<file path="src/rtl/rtc_bus_pkg.sv">
// rtc_bus_pkg: shared definitions for the RTC bus arbiter.
//   state_t   : arbiter FSM states (idle, bus granted, turnaround gap)
//   CTRL_IDLE : idle level of the active-low control lines
//   DATA_IDLE : idle level of every data bit
//   clog2     : ceiling log2 used to size counters and indices
package rtc_bus_pkg;

  typedef enum logic [1:0] {
    S_IDLE  = 2'd0,
    S_GRANT = 2'd1,
    S_TURN  = 2'd2
  } state_t;

  localparam logic CTRL_IDLE = 1'b1;
  localparam logic DATA_IDLE = 1'b0;

  // Smallest r with 2**r >= value (0 for value <= 1).
  function automatic int clog2(input int value);
    int res;
    res = 0;
    for (int i = 0; i < 31; i++) begin
      if ((32'sd1 << i) < value) begin
        res = i + 1;
      end else begin
        res = res;
      end
    end
    return res;
  endfunction

endpackage

</file>
<file path="src/rtl/rtc_bus_arbiter_rr_pick.sv">
// rr_pick: combinational winner selection for the RTC bus arbiter.
//   req    : per-channel request vector
//   last   : index of the previous winner
//   mode   : 1 = round-robin (search from last+1), 0 = lowest index wins
//   winner : one-hot winner, all zero when nothing is requested
module rr_pick #(
  parameter int NCH = 3,
  parameter int LW  = 2
) (
  input  logic [NCH-1:0] req,
  input  logic [LW-1:0]  last,
  input  logic           mode,
  output logic [NCH-1:0] winner
);

  logic [LW-1:0] idx;
  logic          hit;
  logic          found;

  // Walk the channels in search order; the first requesting one wins.
  always_comb begin
    winner = '0;
    found  = 1'b0;
    idx    = '0;
    hit    = 1'b0;
    for (int i = 0; i < NCH; i++) begin
      idx    = mode ? LW'((int'(last) + 1 + i) % NCH) : LW'(i);
      hit    = ~found & req[idx];
      winner = winner | ({{(NCH-1){1'b0}}, hit} << idx);
      found  = found | hit;
    end
  end

endmodule

</file>
<file path="src/rtl/rtc_bus_arbiter.sv">
// rtc_bus_arbiter: N-way registered multiplexer/arbiter for the RTC parallel bus.
// The granted channel owns the bus until done, req drop or hold watchdog;
// the bus is held at idle levels for TURN cycles between owners.
//   clk, reset_n               : clock, asynchronous active-low reset
//   req, done                  : per-channel request level / end-of-transaction pulse
//   ad_i, cs_i, rd_i, wr_i, d_i: per-channel bus values (data channel k at [k*DW +: DW])
//   grant                      : one-hot current owner
//   ad_o, cs_o, rd_o, wr_o, d_o: registered bus outputs
//   busy                       : high while granted or in turnaround
//   err                        : sticky hold-watchdog flag
module rtc_bus_arbiter
  import rtc_bus_pkg::*;
#(
  parameter int NCH     = 3,
  parameter int DW      = 8,
  parameter int TURN    = 1,
  parameter int RR      = 1,
  parameter int MAXHOLD = 255
) (
  input  logic              clk,
  input  logic              reset_n,
  input  logic [NCH-1:0]    req,
  input  logic [NCH-1:0]    done,
  input  logic [NCH-1:0]    ad_i,
  input  logic [NCH-1:0]    cs_i,
  input  logic [NCH-1:0]    rd_i,
  input  logic [NCH-1:0]    wr_i,
  input  logic [NCH*DW-1:0] d_i,
  output logic [NCH-1:0]    grant,
  output logic              ad_o,
  output logic              cs_o,
  output logic              rd_o,
  output logic              wr_o,
  output logic [DW-1:0]     d_o,
  output logic              busy,
  output logic              err
);

  localparam int   LW   = (clog2(NCH) < 1) ? 1 : clog2(NCH);
  localparam int   HW   = clog2(MAXHOLD + 1);
  localparam int   TW   = (clog2(TURN + 1) < 1) ? 1 : clog2(TURN + 1);
  localparam logic MODE = (RR != 0);

  state_t          state;
  logic [LW-1:0]   last;
  logic [HW-1:0]   hold_cnt;
  logic [TW-1:0]   turn_cnt;
  logic [NCH-1:0]  win;
  logic [LW-1:0]   win_idx;
  logic            sel_done, sel_req, sel_ad, sel_cs, sel_rd, sel_wr;
  logic [DW-1:0]   sel_d;
  logic            hold_exp;
  logic            release_now;

  rr_pick #(.NCH(NCH), .LW(LW)) u_pick (
    .req    (req),
    .last   (last),
    .mode   (MODE),
    .winner (win)
  );

  // One-hot grant steers the owner's lines; winner is encoded for 'last'.
  always_comb begin
    sel_done = 1'b0;
    sel_req  = 1'b0;
    sel_ad   = 1'b0;
    sel_cs   = 1'b0;
    sel_rd   = 1'b0;
    sel_wr   = 1'b0;
    sel_d    = '0;
    win_idx  = '0;
    for (int k = 0; k < NCH; k++) begin
      sel_done = sel_done | (done[k] & grant[k]);
      sel_req  = sel_req  | (req[k]  & grant[k]);
      sel_ad   = sel_ad   | (ad_i[k] & grant[k]);
      sel_cs   = sel_cs   | (cs_i[k] & grant[k]);
      sel_rd   = sel_rd   | (rd_i[k] & grant[k]);
      sel_wr   = sel_wr   | (wr_i[k] & grant[k]);
      sel_d    = sel_d    | (d_i[k*DW +: DW] & {DW{grant[k]}});
      win_idx  = win_idx  | (win[k] ? LW'(k) : LW'(0));
    end
  end

  assign hold_exp    = (hold_cnt == HW'(MAXHOLD - 1));
  assign release_now = sel_done | ~sel_req | hold_exp;

  // Arbiter FSM, counters and registered bus outputs.
  always_ff @(posedge clk or negedge reset_n) begin
    if (!reset_n) begin
      state    <= S_IDLE;
      grant    <= '0;
      busy     <= 1'b0;
      err      <= 1'b0;
      last     <= LW'(NCH - 1);
      hold_cnt <= '0;
      turn_cnt <= '0;
      ad_o     <= CTRL_IDLE;
      cs_o     <= CTRL_IDLE;
      rd_o     <= CTRL_IDLE;
      wr_o     <= CTRL_IDLE;
      d_o      <= {DW{DATA_IDLE}};
    end else begin
      // Idle bus unless the owner keeps the bus this cycle.
      ad_o <= CTRL_IDLE;
      cs_o <= CTRL_IDLE;
      rd_o <= CTRL_IDLE;
      wr_o <= CTRL_IDLE;
      d_o  <= {DW{DATA_IDLE}};
      case (state)
        S_IDLE: begin
          if (|req) begin
            grant    <= win;
            last     <= win_idx;
            hold_cnt <= '0;
            busy     <= 1'b1;
            state    <= S_GRANT;
          end else begin
            busy     <= 1'b0;
            state    <= S_IDLE;
          end
        end
        S_GRANT: begin
          if (release_now) begin
            grant <= '0;
            // Only a pure timeout is an error; done or req drop wins a tie.
            if (hold_exp & sel_req & ~sel_done) begin
              err <= 1'b1;
            end else begin
              err <= err;
            end
            if (TURN == 0) begin
              busy  <= 1'b0;
              state <= S_IDLE;
            end else begin
              turn_cnt <= TW'(TURN);
              busy     <= 1'b1;
              state    <= S_TURN;
            end
          end else begin
            ad_o <= sel_ad;
            cs_o <= sel_cs;
            rd_o <= sel_rd;
            wr_o <= sel_wr;
            d_o  <= sel_d;
            busy <= 1'b1;
            if (hold_cnt != HW'(MAXHOLD)) begin
              hold_cnt <= hold_cnt + HW'(1);
            end else begin
              hold_cnt <= hold_cnt;
            end
          end
        end
        S_TURN: begin
          if (turn_cnt <= TW'(1)) begin
            busy  <= 1'b0;
            state <= S_IDLE;
          end else begin
            turn_cnt <= turn_cnt - TW'(1);
            busy     <= 1'b1;
          end
        end
        default: begin
          grant <= '0;
          busy  <= 1'b0;
          state <= S_IDLE;
        end
      endcase
    end
  end

endmodule

</file>
<file path="config.mk">
export PLATFORM = sky130hd
export DESIGN_NAME = rtc_bus_arbiter
export DESIGN_NICKNAME = d
export VERILOG_FILES = /design/src/rtl/rtc_bus_pkg.sv /design/src/rtl/rtc_bus_arbiter_rr_pick.sv /design/src/rtl/rtc_bus_arbiter.sv
export SDC_FILE = /design/constraint.sdc
export NUM_CORES = 1
export LEC_CHECK = 0
export ABC_CLOCK_PERIOD_IN_PS = 4700
export CORE_MARGIN = 4
export CORE_UTILIZATION = 40
export DETAILED_ROUTE_END_ITERATION = 6
export PLACE_DENSITY = 0.74
export REMOVE_ABC_BUFFERS = 1
export SLEW_MARGIN = 20
export SYNTH_ARGS = -nofsm -noshare
export SYNTH_HDL_FRONTEND = slang
export SYNTH_SLANG_ARGS = --single-unit
</file>
<file path="constraint.sdc">
create_clock -name clk -period 4.7 [get_ports clk]
set_input_delay 0.94 -clock clk [delete_from_list [all_inputs] [get_ports clk]]
set_output_delay 0.94 -clock clk [all_outputs]
set_load 0.02 [all_outputs]
</file>
==> impl.org <==
** Run status
- The run finished with clean final reports.

** Logic synthesis
- In this run, synthesis produced a sequential element count of 29.
- Part of the Yosys area used for sequential elements :: between 40% and 50%
- In the synthesized netlist the dominant register cell turns out to be sky130_fd_sc_hd__dfrtp_1.
- By area the synthesized netlist is led by sky130_fd_sc_hd__dfrtp_1 38%, sky130_fd_sc_hd__a222oi_1 8.8%, sky130_fd_sc_hd__dfstp_2 8.2%.
- Synth Instances :: approximately 170
- FFs w/ async S/R, synth :: 100%
- The largest total area in the synthesized netlist belongs to sky130_fd_sc_hd__dfrtp_1.
- Proportion of netlist area held by the largest area contributor :: a little under two fifths
- For this run, the number of Yosys warnings is 0.
- Most common cell in the synthesized netlist :: sky130_fd_sc_hd__dfrtp_1
- Yosys mapped a number of flops with a built-in enable equal to 0.
- In this run the mean area of a mapped cell was 9.63 sq um.
- Yosys mapped the design onto 36 distinct sky130hd cell types.
- Total standard cell area after synthesis :: around 1600 sq um
- Most common library cells after synthesis :: 24 x sky130_fd_sc_hd__dfrtp_1, 21 x sky130_fd_sc_hd__nand2_1, 15 x sky130_fd_sc_hd__nor2_1

** Cells and area
- Multi-input gate area :: about 780 sq um
- Fill cell count :: between 300 and 400
- The final layout contains about 270 nets.
- Registers take 732 sq um.
- Compared with the post-synthesis result, the final layout area differs by 43.9%.
- Post-route cell area :: 2300 sq um
- Cells with a size suffix above 1 make up between 8 and 9% of the layout.
- After the flow finishes, the layout carries non-filler instances totaling 271.
- 0 antenna diodes ended up in the layout.

** Route
- The final layout contains routed wiring with a total length of roughly 4.5 mm.
- Avg WL per Cell :: 16.7 microns
- Via count of the routed design :: ~1500
- After the first detailed-routing iteration, the DRC count stood at ~140.
- Residual antenna-violating net count after detailed routing :: 0
- Before antenna repair, the detailed router went through 4 iterations.
- Count of unresolved DRC violations after routing :: 0
- Via density per instance :: between 5 and 6

** Place
- Routability-driven placement finished with a final weighted congestion of around 0.97.
- Post-detail-place hpwl :: between 3 and 4 mm
- At the placement stage, the worst setup path has a slack of 1.65 ns.
- In this run the cell area measured after placement is ~2200 sq um.
- Placed Cells incl. Taps :: 263
- Number of I/O port buffers :: 60

** Power and ir drop
- Largest vdd supply drop :: a little over 300 uV
- Tot Pwr :: 1.12 mW
- Leakage power :: around 0.95 nW
- Ratio of total power to cell area :: between 400 and 500 nW/um^2

** GRT
- Initial antenna violation count :: 0
- Global route overflow :: 0
- Via count of the first global-routing pass :: ~1500
- Maximum number of pins on one net before global-route repair :: 25
- Wire length of the first global-routing pass :: between 7 and 8 mm
- Global routing used 19.0% of the available tracks across all layers.

** Critical path
- Crit Path Class :: input pin to register
- Together, buffers and inverters on the worst path number 1.
- Worst-path fanout max :: 12
- The worst setup path is launched from an input pin.
- Number of stages on the worst setup path :: 6
- Critical Path, Cell by Cell :: clkdlybuf4s50_1 > nor3_1 > a21oi_1 > nand2_1 > or4_1 > a21oi_1
- The largest single stage delay on the critical path is around 0.63 ns.
- At the worst endpoint, the arrival time is ~3.0 ns.
- Delay-heaviest family, CP :: simple AND/OR/NAND/NOR gates
- The worst setup path is captured at a register.
- CP max stage cell :: sky130_fd_sc_hd__clkdlybuf4s50_1
- Data required time of the critical path :: slightly below 5 ns
- Counting stages on the worst path, the most repeated cell is sky130_fd_sc_hd__a21oi_1.
- Count of cells along the worst register-to-register path :: 5

** Timing
- Highest attainable clock frequency :: 360 MHz
- RSZ-0062 raised after global routing :: false
- Headroom to the max-slew limit came out at 43.9%.
- Setup TNS :: 0 ns
- The clock arrives with between 0.005 and 0.006 ns of skew.
- Setup WS post-layout :: just under 2 ns
- The final critical path takes up about three fifths of the cycle.
- The number of hold violations in the final report is 0.
- Transition time at the pin with the least slew margin :: 0.836 ns
- Post-layout min period :: 2.77 ns
- Final count of negative-setup-slack endpoints :: 0
- The count of final max-slew check failures was 0.

** Clocking
- For this design, the CTS-stage hold fixing added 0 buffers.
- Max H-tree Level :: 2
- CTS tree :: done
- The clock net in this run drives a total of 29 sinks.
- CTS placed an instance of sky130_fd_sc_hd__clkbuf_8 at the clock tree root.
- # Post-CTS Setup Buffers :: 0
- No sink is reached through more buffers than the 2 on the longest clock path.
- Clock buffer count from CTS :: 5
- After clock tree synthesis, the clock-pin slew on the worst setup and hold paths is approximately 0.06 ns.
- After clock tree synthesis, the repair step resized 0 gates.
- The clock reaches the later pin of the worst-skew pair after 0.28 ns.

** Worst hold path
- Along the worst hold path, the cell count comes to 1.
- Worst Hold Class :: register to register

** Floorplanning
- slightly above 60 I/O pins were placed.
- Measured along the x axis, the die boundary spans a little over 70 microns.
- Starting utilization of the core area :: a little over two fifths
- After floorplanning, the core was divided into 22 placement rows.
- The die covers around 5100 sq um.
- Core footprint :: ~3800 sq um
- The die is 71.2 microns tall.

** Run
- Reported max-cap violation count :: 0
## worst register-to-register path: cells and delay by family (launching register included)
family           cells  cell delay (ns)
AND/OR/NAND/NOR      3             0.96
AO/OA/AOI/OAI        2             0.63
flip-flops           1             0.58
## metal layers
layer  up-vias  GRT usage (%)  part of all wire [%]
met1       741           24.1                    44
li1        742              -                     -
met2        42           32.0                    50
met3         9           3.93                   4.5
met5         -              0                     0
met4         0           6.89                   1.7
## path summary, 6_finish.rpt
kind	to	startpoint	slack, ns
setup / recovery	hold_cnt[5]	req[1]	1.93
setup reg to reg	hold_cnt[1]	grant[0]	2.44
min in group asynchronous	d_o[3]	reset_n	0.63
hold / removal	err	err	0.49
max in group asynchronous	state[0]	reset_n	3.58
hold reg to reg	err	err	0.49
## registers in the layout (all words and copies together) (netlist names)
| register | count |
|---|---|
| ad_o | 1 |
| busy | 1 |
| cs_o | 1 |
| d_o | 8 |
| err | 1 |
| grant | 3 |
| hold_cnt | 8 |
| last | 2 |
| rd_o | 1 |
| state | 2 |
| wr_o | 1 |
## kinds of logic after synthesis
logic type	share of synthesized area, %
adders and majority gates	4.69
muxes	1.25
DFF	45.8
buffers and inverters	5.56
AOI/OAI and AO/OA	23.9
and+or+nand+nor	18.9
## metrics by stage
stage               utilization, %  hold slack [ns]
floorplan                        -            0.460
global placement              58.5            0.459
detailed placement            58.5            0.489
CTS                           61.1            0.506
global route                  61.0            0.538
finish                        61.0            0.492
## final cells by class
cell class / instances / share of cell area, %
Clock buffer: 7 / 4.19
Inverter: 7 / 1.14
Tap cell: 48 / 2.61
Sequential cell: 29 / 31.8
Multi-Input combinational cell: 118 / 33.8
Clock inverter: 1 / 0.218
Timing Repair Buffer: 61 / 26.2
## cell usage in the layout (no fill, tap or decap), types with 2 or more instances in the layout
cell type,n
sky130_fd_sc_hd__nand2b_1,3
sky130_fd_sc_hd__nor2_1,15
sky130_fd_sc_hd__mux2i_1,2
sky130_fd_sc_hd__nor3_1,3
sky130_fd_sc_hd__dfstp_2,5
sky130_fd_sc_hd__clkdlybuf4s50_1,59
sky130_fd_sc_hd__o31ai_1,6
sky130_fd_sc_hd__dfrtp_1,24
sky130_fd_sc_hd__ha_1,6
sky130_fd_sc_hd__a222oi_1,14
sky130_fd_sc_hd__inv_1,6
sky130_fd_sc_hd__and4_1,2
sky130_fd_sc_hd__and2_1,3
sky130_fd_sc_hd__nand4_1,3
sky130_fd_sc_hd__o21ai_0,6
sky130_fd_sc_hd__nand2_1,21
sky130_fd_sc_hd__a21oi_1,10
sky130_fd_sc_hd__or4_1,5
sky130_fd_sc_hd__nor3b_1,2
sky130_fd_sc_hd__o311a_1,3
sky130_fd_sc_hd__clkbuf_8,7
sky130_fd_sc_hd__nand3_1,2
## report_power, final
| part | internal [mW] | total [mW] | switching [mW] |
|---|---|---|---|
| sequential | 0.308 | 0.394 | 0.0866 |
| combinational | 0.227 | 0.501 | 0.274 |
| clock | 0.132 | 0.226 | 0.0942 |
| total | 0.667 | 1.12 | 0.455 |
(Power assumes the default switching activity.)
